## config.mk

```make
export PLATFORM = sky130hd
export DESIGN_NAME = alu_wide_seq
export DESIGN_NICKNAME = d
export VERILOG_FILES = /design/src/rtl/alu_wide_seq_pkg.sv /design/src/rtl/alu_wide_seq.sv
export SDC_FILE = /design/constraint.sdc
export NUM_CORES = 1
export LEC_CHECK = 0
export ABC_AREA = 1
export ABC_CLOCK_PERIOD_IN_PS = 2800
export CAP_MARGIN = 20
export CORE_AREA = 5 5 167 209
export CTS_BUF_LIST = sky130_fd_sc_hd__clkbuf_16
export DETAILED_ROUTE_END_ITERATION = 6
export DIE_AREA = 0 0 172 214
export PLACE_DENSITY = 0.55
export SLEW_MARGIN = 30
export SYNTH_ARGS = -nofsm -noshare
export SYNTH_HDL_FRONTEND = slang
export SYNTH_SLANG_ARGS = --single-unit
```

## constraint.sdc

```tcl
create_clock -name clk -period 2.8 [get_ports clk]
set_clock_uncertainty 0.1 [all_clocks]
set_input_delay 0.28 -clock clk [delete_from_list [all_inputs] [get_ports clk]]
set_output_delay 0.28 -clock clk [all_outputs]
set_load 0.02 [all_outputs]
```

## src/rtl/alu_wide_seq_pkg.sv

```systemverilog
// Shared types and constants for the 64-bit ALU sequencer.
// Request kind codes, FSM states, ALU opcodes and flag bit positions.
package alu_wide_seq_pkg;

    typedef enum logic [1:0] {
        KIND_ADD64 = 2'd0,
        KIND_SUB64 = 2'd1,
        KIND_CMP64 = 2'd2,
        KIND_CMPX  = 2'd3
    } req_kind_e;

    typedef enum logic [2:0] {
        ST_IDLE = 3'd0,
        ST_LO   = 3'd1,
        ST_HI   = 3'd2,
        ST_FIX  = 3'd3,
        ST_RSP  = 3'd4
    } state_e;

    localparam logic [4:0] OP_ALU_REG = 5'd0;
    localparam logic [4:0] ALUOP_ADD  = 5'd14;
    localparam logic [4:0] ALUOP_ADDC = 5'd15;
    localparam logic [4:0] ALUOP_SUB  = 5'd16;
    localparam logic [4:0] ALUOP_SUBB = 5'd17;

    localparam int FLAG_O = 3;
    localparam int FLAG_S = 2;
    localparam int FLAG_Z = 1;
    localparam int FLAG_C = 0;

    // Only ADD64 adds; SUB64 and both compare codes subtract.
    function automatic logic kind_is_add(input logic [1:0] k);
        return k == KIND_ADD64;
    endfunction

    // Codes 2 and 3 are both compares.
    function automatic logic kind_is_cmp(input logic [1:0] k);
        return k[1];
    endfunction

endpackage

```

## src/rtl/alu_wide_seq.sv

```systemverilog
// Runs 64-bit add/sub/compare as two passes on the 32-bit ALU, then fixes flags.
// Ports: req_* in (valid/ready), alu_* to/from the shared ALU, rsp_* out (valid/ready).
module alu_wide_seq
    import alu_wide_seq_pkg::*;
(
    input  logic        clk,
    input  logic        rst,
    input  logic        clk_en,
    input  logic        req_valid,
    output logic        req_ready,
    input  logic [1:0]  req_kind,
    input  logic [63:0] req_a,
    input  logic [63:0] req_b,
    input  logic        req_keep_flags,
    output logic        alu_own,
    output logic [4:0]  alu_op,
    output logic [4:0]  alu_alu_op,
    output logic [31:0] alu_s1,
    output logic [31:0] alu_s2,
    output logic        alu_bubble,
    output logic        alu_flags_we,
    output logic [31:0] alu_flags_restore,
    input  logic [31:0] alu_result,
    input  logic [3:0]  alu_flags,
    output logic        rsp_valid,
    input  logic        rsp_ready,
    output logic [63:0] rsp_result,
    output logic [3:0]  rsp_flags
);

    state_e      state_q, state_d;
    logic [63:0] a_q, a_d;
    logic [63:0] b_q, b_d;
    logic [1:0]  kind_q, kind_d;
    logic        keep_q, keep_d;
    logic [3:0]  saved_q, saved_d;
    logic [31:0] res_lo_q, res_lo_d;
    logic [31:0] res_hi_q, res_hi_d;
    logic        z_lo_q, z_lo_d;
    logic [3:0]  rflags_q, rflags_d;
    logic [3:0]  fix_flags;

    // 64-bit zero needs both halves zero; O/S/C come from the high pass.
    assign fix_flags = {alu_flags[FLAG_O],
                        alu_flags[FLAG_S],
                        z_lo_q & alu_flags[FLAG_Z],
                        alu_flags[FLAG_C]};

    always_ff @(posedge clk) begin
        if (rst) begin
            state_q <= ST_IDLE;
        end else if (clk_en) begin
            state_q <= state_d;
        end
    end

    always_comb begin
        state_d = state_q;
        unique case (state_q)
            ST_IDLE: if (req_valid) state_d = ST_LO;
            ST_LO:   state_d = ST_HI;
            ST_HI:   state_d = ST_FIX;
            ST_FIX:  state_d = ST_RSP;
            ST_RSP:  if (rsp_ready) state_d = ST_IDLE;
            default: state_d = ST_IDLE;
        endcase
    end

    always_ff @(posedge clk) begin
        if (rst) begin
            a_q      <= '0;
            b_q      <= '0;
            kind_q   <= '0;
            keep_q   <= 1'b0;
            saved_q  <= '0;
            res_lo_q <= '0;
            res_hi_q <= '0;
            z_lo_q   <= 1'b0;
            rflags_q <= '0;
        end else if (clk_en) begin
            a_q      <= a_d;
            b_q      <= b_d;
            kind_q   <= kind_d;
            keep_q   <= keep_d;
            saved_q  <= saved_d;
            res_lo_q <= res_lo_d;
            res_hi_q <= res_hi_d;
            z_lo_q   <= z_lo_d;
            rflags_q <= rflags_d;
        end
    end

    always_comb begin
        a_d      = a_q;
        b_d      = b_q;
        kind_d   = kind_q;
        keep_d   = keep_q;
        saved_d  = saved_q;
        res_lo_d = res_lo_q;
        res_hi_d = res_hi_q;
        z_lo_d   = z_lo_q;
        rflags_d = rflags_q;
        unique case (state_q)
            ST_IDLE: begin
                if (req_valid) begin
                    a_d     = req_a;
                    b_d     = req_b;
                    kind_d  = req_kind;
                    keep_d  = req_keep_flags;
                    saved_d = alu_flags;
                end
            end
            ST_LO: res_lo_d = alu_result;
            ST_HI: begin
                // alu_flags here still hold what the LO pass latched.
                z_lo_d   = alu_flags[FLAG_Z];
                res_hi_d = alu_result;
            end
            ST_FIX: rflags_d = fix_flags;
            default: ;
        endcase
    end

    always_comb begin
        req_ready         = 1'b0;
        alu_own           = 1'b0;
        alu_op            = OP_ALU_REG;
        alu_alu_op        = 5'd0;
        alu_s1            = '0;
        alu_s2            = '0;
        alu_bubble        = 1'b1;
        alu_flags_we      = 1'b0;
        alu_flags_restore = '0;
        rsp_valid         = 1'b0;
        unique case (state_q)
            ST_IDLE: req_ready = 1'b1;
            ST_LO: begin
                alu_own    = 1'b1;
                alu_bubble = 1'b0;
                alu_alu_op = kind_is_add(kind_q) ? ALUOP_ADD
                                                 : ALUOP_SUB;
                alu_s1     = a_q[31:0];
                alu_s2     = b_q[31:0];
            end
            ST_HI: begin
                alu_own    = 1'b1;
                alu_bubble = 1'b0;
                alu_alu_op = kind_is_add(kind_q) ? ALUOP_ADDC
                                                 : ALUOP_SUBB;
                alu_s1     = a_q[63:32];
                alu_s2     = b_q[63:32];
            end
            ST_FIX: begin
                alu_own      = 1'b1;
                alu_bubble   = 1'b0;
                alu_flags_we = 1'b1;
                alu_flags_restore = {28'b0,
                                     keep_q ? saved_q : fix_flags};
            end
            ST_RSP: rsp_valid = 1'b1;
            default: ;
        endcase
    end

    assign rsp_result = kind_is_cmp(kind_q) ? 64'b0
                                            : {res_hi_q, res_lo_q};
    assign rsp_flags  = rflags_q;

endmodule

```

==> summary.md <==
| Metric | Value |
|---|---|
| Status | finished, final reports clean |
| Static leakage | 6.87 nW |
| Post-synthesis cell count | 1,431 |
| Worst slack at placement | 0.239 ns |
| Crit path kind | register to primary output |
| Die Footprint | 36,800 um^2 |
| Critical path endpoint category | primary output |
| Total Nets Final | 1,874 |
| Starting Density | 0.285 |
| Syn Area/Cell | 6.50 um^2 |
| Share of cells above drive strength 1 | 0.0344 |
| Area delta synth->final | 45.3% |
| Ports | 351 |
| CTS sink cnt | 207 |
| Final critical-path setup slack | 0.125 ns |
| DRC | 0 |
| Drt via density | 4.34 |
| Pre-antenna DRT Iters | 4 |
| Fillers | 3,410 |
| Max-Cap Viols | 0 |
| H-tree Lvls | 1 |
| IO buf count | 317 |
| Hold-fix buffers, CTS | 0 |
| Routed WL per cell | 14.5 um |
| Post-route cell area | 13,500 um^2 |
| Cell Area, Synth | 9300 um^2 |
| Post-DP Area | 12,800 um^2 |
| PD cells | 574 nW/um^2 |
| Least-Margin Pin Slew | 0.534 ns |
| Crit start category | register |
| Cells after DPL | 2,095 |
| Row count | 74 |
| Layout Cells excl Fill | 2,134 |
| Post-CTS Repair Setup Buffers | 0 |
| Grt ovf | 0 |
| Worst EP required | 2.42 ns |
| Register bit total from synthesis | 207 |
| Antenna violations before repair | 0 |
| Data arrival, critical path | 2.29 ns |
| Final Setup Violations | 0 |
| Routed wire length | 31,000 um |
| CTS tree | done |
| Worst Hold Class | input port to register |
| CTS max path bufs | 3 |
| Worst-path fanout max | 23 |
| F_max | 374 MHz |
| Via count | 9,255 |
| Chip height | 214 um |
| Global Route Usage Sum | 0.160 |
| Largest net degree at the start of global routing | 85 |
| Slew HR | 0.644 |
| Fin. Hold Viols | 0 |
| Clock-pin transition on the worst setup and hold timing paths | 0.06 ns |
| RD Place Congestion | 0.859 |
| HPWL after DPL | 22,600 um |
| Period utilization | 0.955 |
| Distinct cells, synth | 19 |
| Max VDD drop | 0.330 mV |
| Fin util | 0.414 |
| Core Region | 32,600 um^2 |
| Synth warn | 0 |
| Vias in the first global route | 8,910 |
| Die Wd | 172 um |
| Initial drt markers | 457 |
| Inserted Diodes | 0 |
| Max-slew violations | 0 |
| Antenna viol nets, final | 0 |
| Post-route minimum period | 2.67 ns |
| Sequential element share of the synthesized area | 0.446 |
| Clock Latency Late Sink | 0.51 ns |
| Inserted Clock Buffers | 23 |
| First-pass GRT wire length | 48,000 um |
| Clock root buffer master | clkbuf_16 |
repair_timing:
action	CTS	global route
endpoints found under the setup margin	70	46
gates resized for setup	35	42
gates cloned	0	0
power breakdown:
group / total (W) / internal [W] / switching [W]
Clock: 0.00278 / 0.00157 / 0.00121
Combinational: 0.00172 / 0.000702 / 0.00102
Sequential: 0.00325 / 0.00319 / 0.0000678
cells by family after synthesis:
group,Yosys count,synth area share
buffers and inverters,338,0.156
AO/OA/AOI/OAI,172,0.101
other,1,0.000403
AND/OR/NAND/NOR,713,0.297
flip-flops,207,0.446
registers in the layout, indices dropped and copies added, names as in the netlist:
name,cells
z_lo_q,1
keep_q,1
res_hi_q,32
state_q,3
saved_q,4
a_q,64
res_lo_q,32
kind_q,2
b_q,64
rsp_flags,4
worst paths after layout:
check | from | end | slack [ns] | cells past startpoint
max | state_q[2] | alu_own | 0.13 | 8
min | req_b[5] | b_q[5] | 0.25 | 3
max reg2reg | state_q[2] | res_hi_q[2] | 0.98 | 8
min reg2reg | rsp_flags[1] | rsp_flags[1] | 0.34 | 2
cells in the mapped netlist, drive strengths merged:
cell type | number | area [um^2]
nand4 | 3 | 25.0
conb | 1 | 3.75
dfxtp | 207 | 4140
o22ai | 64 | 400
buf | 82 | 490
inv | 213 | 800
nand2 | 323 | 1210
o21ai | 36 | 180
nor2 | 343 | 1290
nand3 | 41 | 210
clkbuf | 43 | 161
nor3 | 3 | 15.0
a21oi | 72 | 360
cells in the final DEF, fill, tap and decap left out:
cell             instances
clkbuf_16               23
nor2_4                   1
clkinv_1                 8
dlymetal6s2s_1          38
nor3_2                   2
clkdlybuf4s50_1        248
nor2_1                 342
a21oi_1                 72
o21ai_0                 36
dlygate4sd2_1           31
conb_1                  33
nand3_2                  1
buf_12                   9
buf_6                    2
buf_4                   10
dfxtp_2                  1
nor3_1                   1
inv_2                    1
o22ai_1                 64
nand2_2                  1
inv_1                  214
nand3_1                 40
bufinv_16                1
inv_6                    1
dfxtp_1                206
nand4_4                  1
buf_8                    1
nand4_1                  2
nand2_1                322
clkinv_2                 3
inv_4                    1
per-stage QoR:
step	setup TNS [ns]	hold WS (ns)	total power, W
after floorplan	0	0.315	0.00435
after detailed placement	0	0.332	0.00507
after global placement	0	0.332	0.00505
after global routing	-0.0176	0.231	0.00820
after CTS	0	0.213	0.00789
final	0	0.249	0.00775
worst max-delay path, stage by stage, from the launching register on:
cell,delay (ns)
dfxtp_1,0.36
nor2_1,0.18
inv_2,0.08
nor2_4,0.14
inv_6,0.11
nand2_1,0.17
nor2_1,0.08
inv_1,0.06
clkdlybuf4s50_1,0.59
final cells by class:
class	instances	area, um^2	area share
flip-flops and latches	207	4150	0.307
multi-input cells	918	3840	0.285
repair buffers	339	3520	0.261
inverters	213	807	0.0597
clock buffers	23	576	0.0426
well taps	418	523	0.0387
clock inverters	16	90.1	0.00667
per-layer routing:
layer	track usage	share of wire
met1	0.193	0.42
met2	0.275	0.47
met3	0.0492	0.088
met4	0.0433	0.024
met5	0	0
Power figures use the tool's default switching activity.
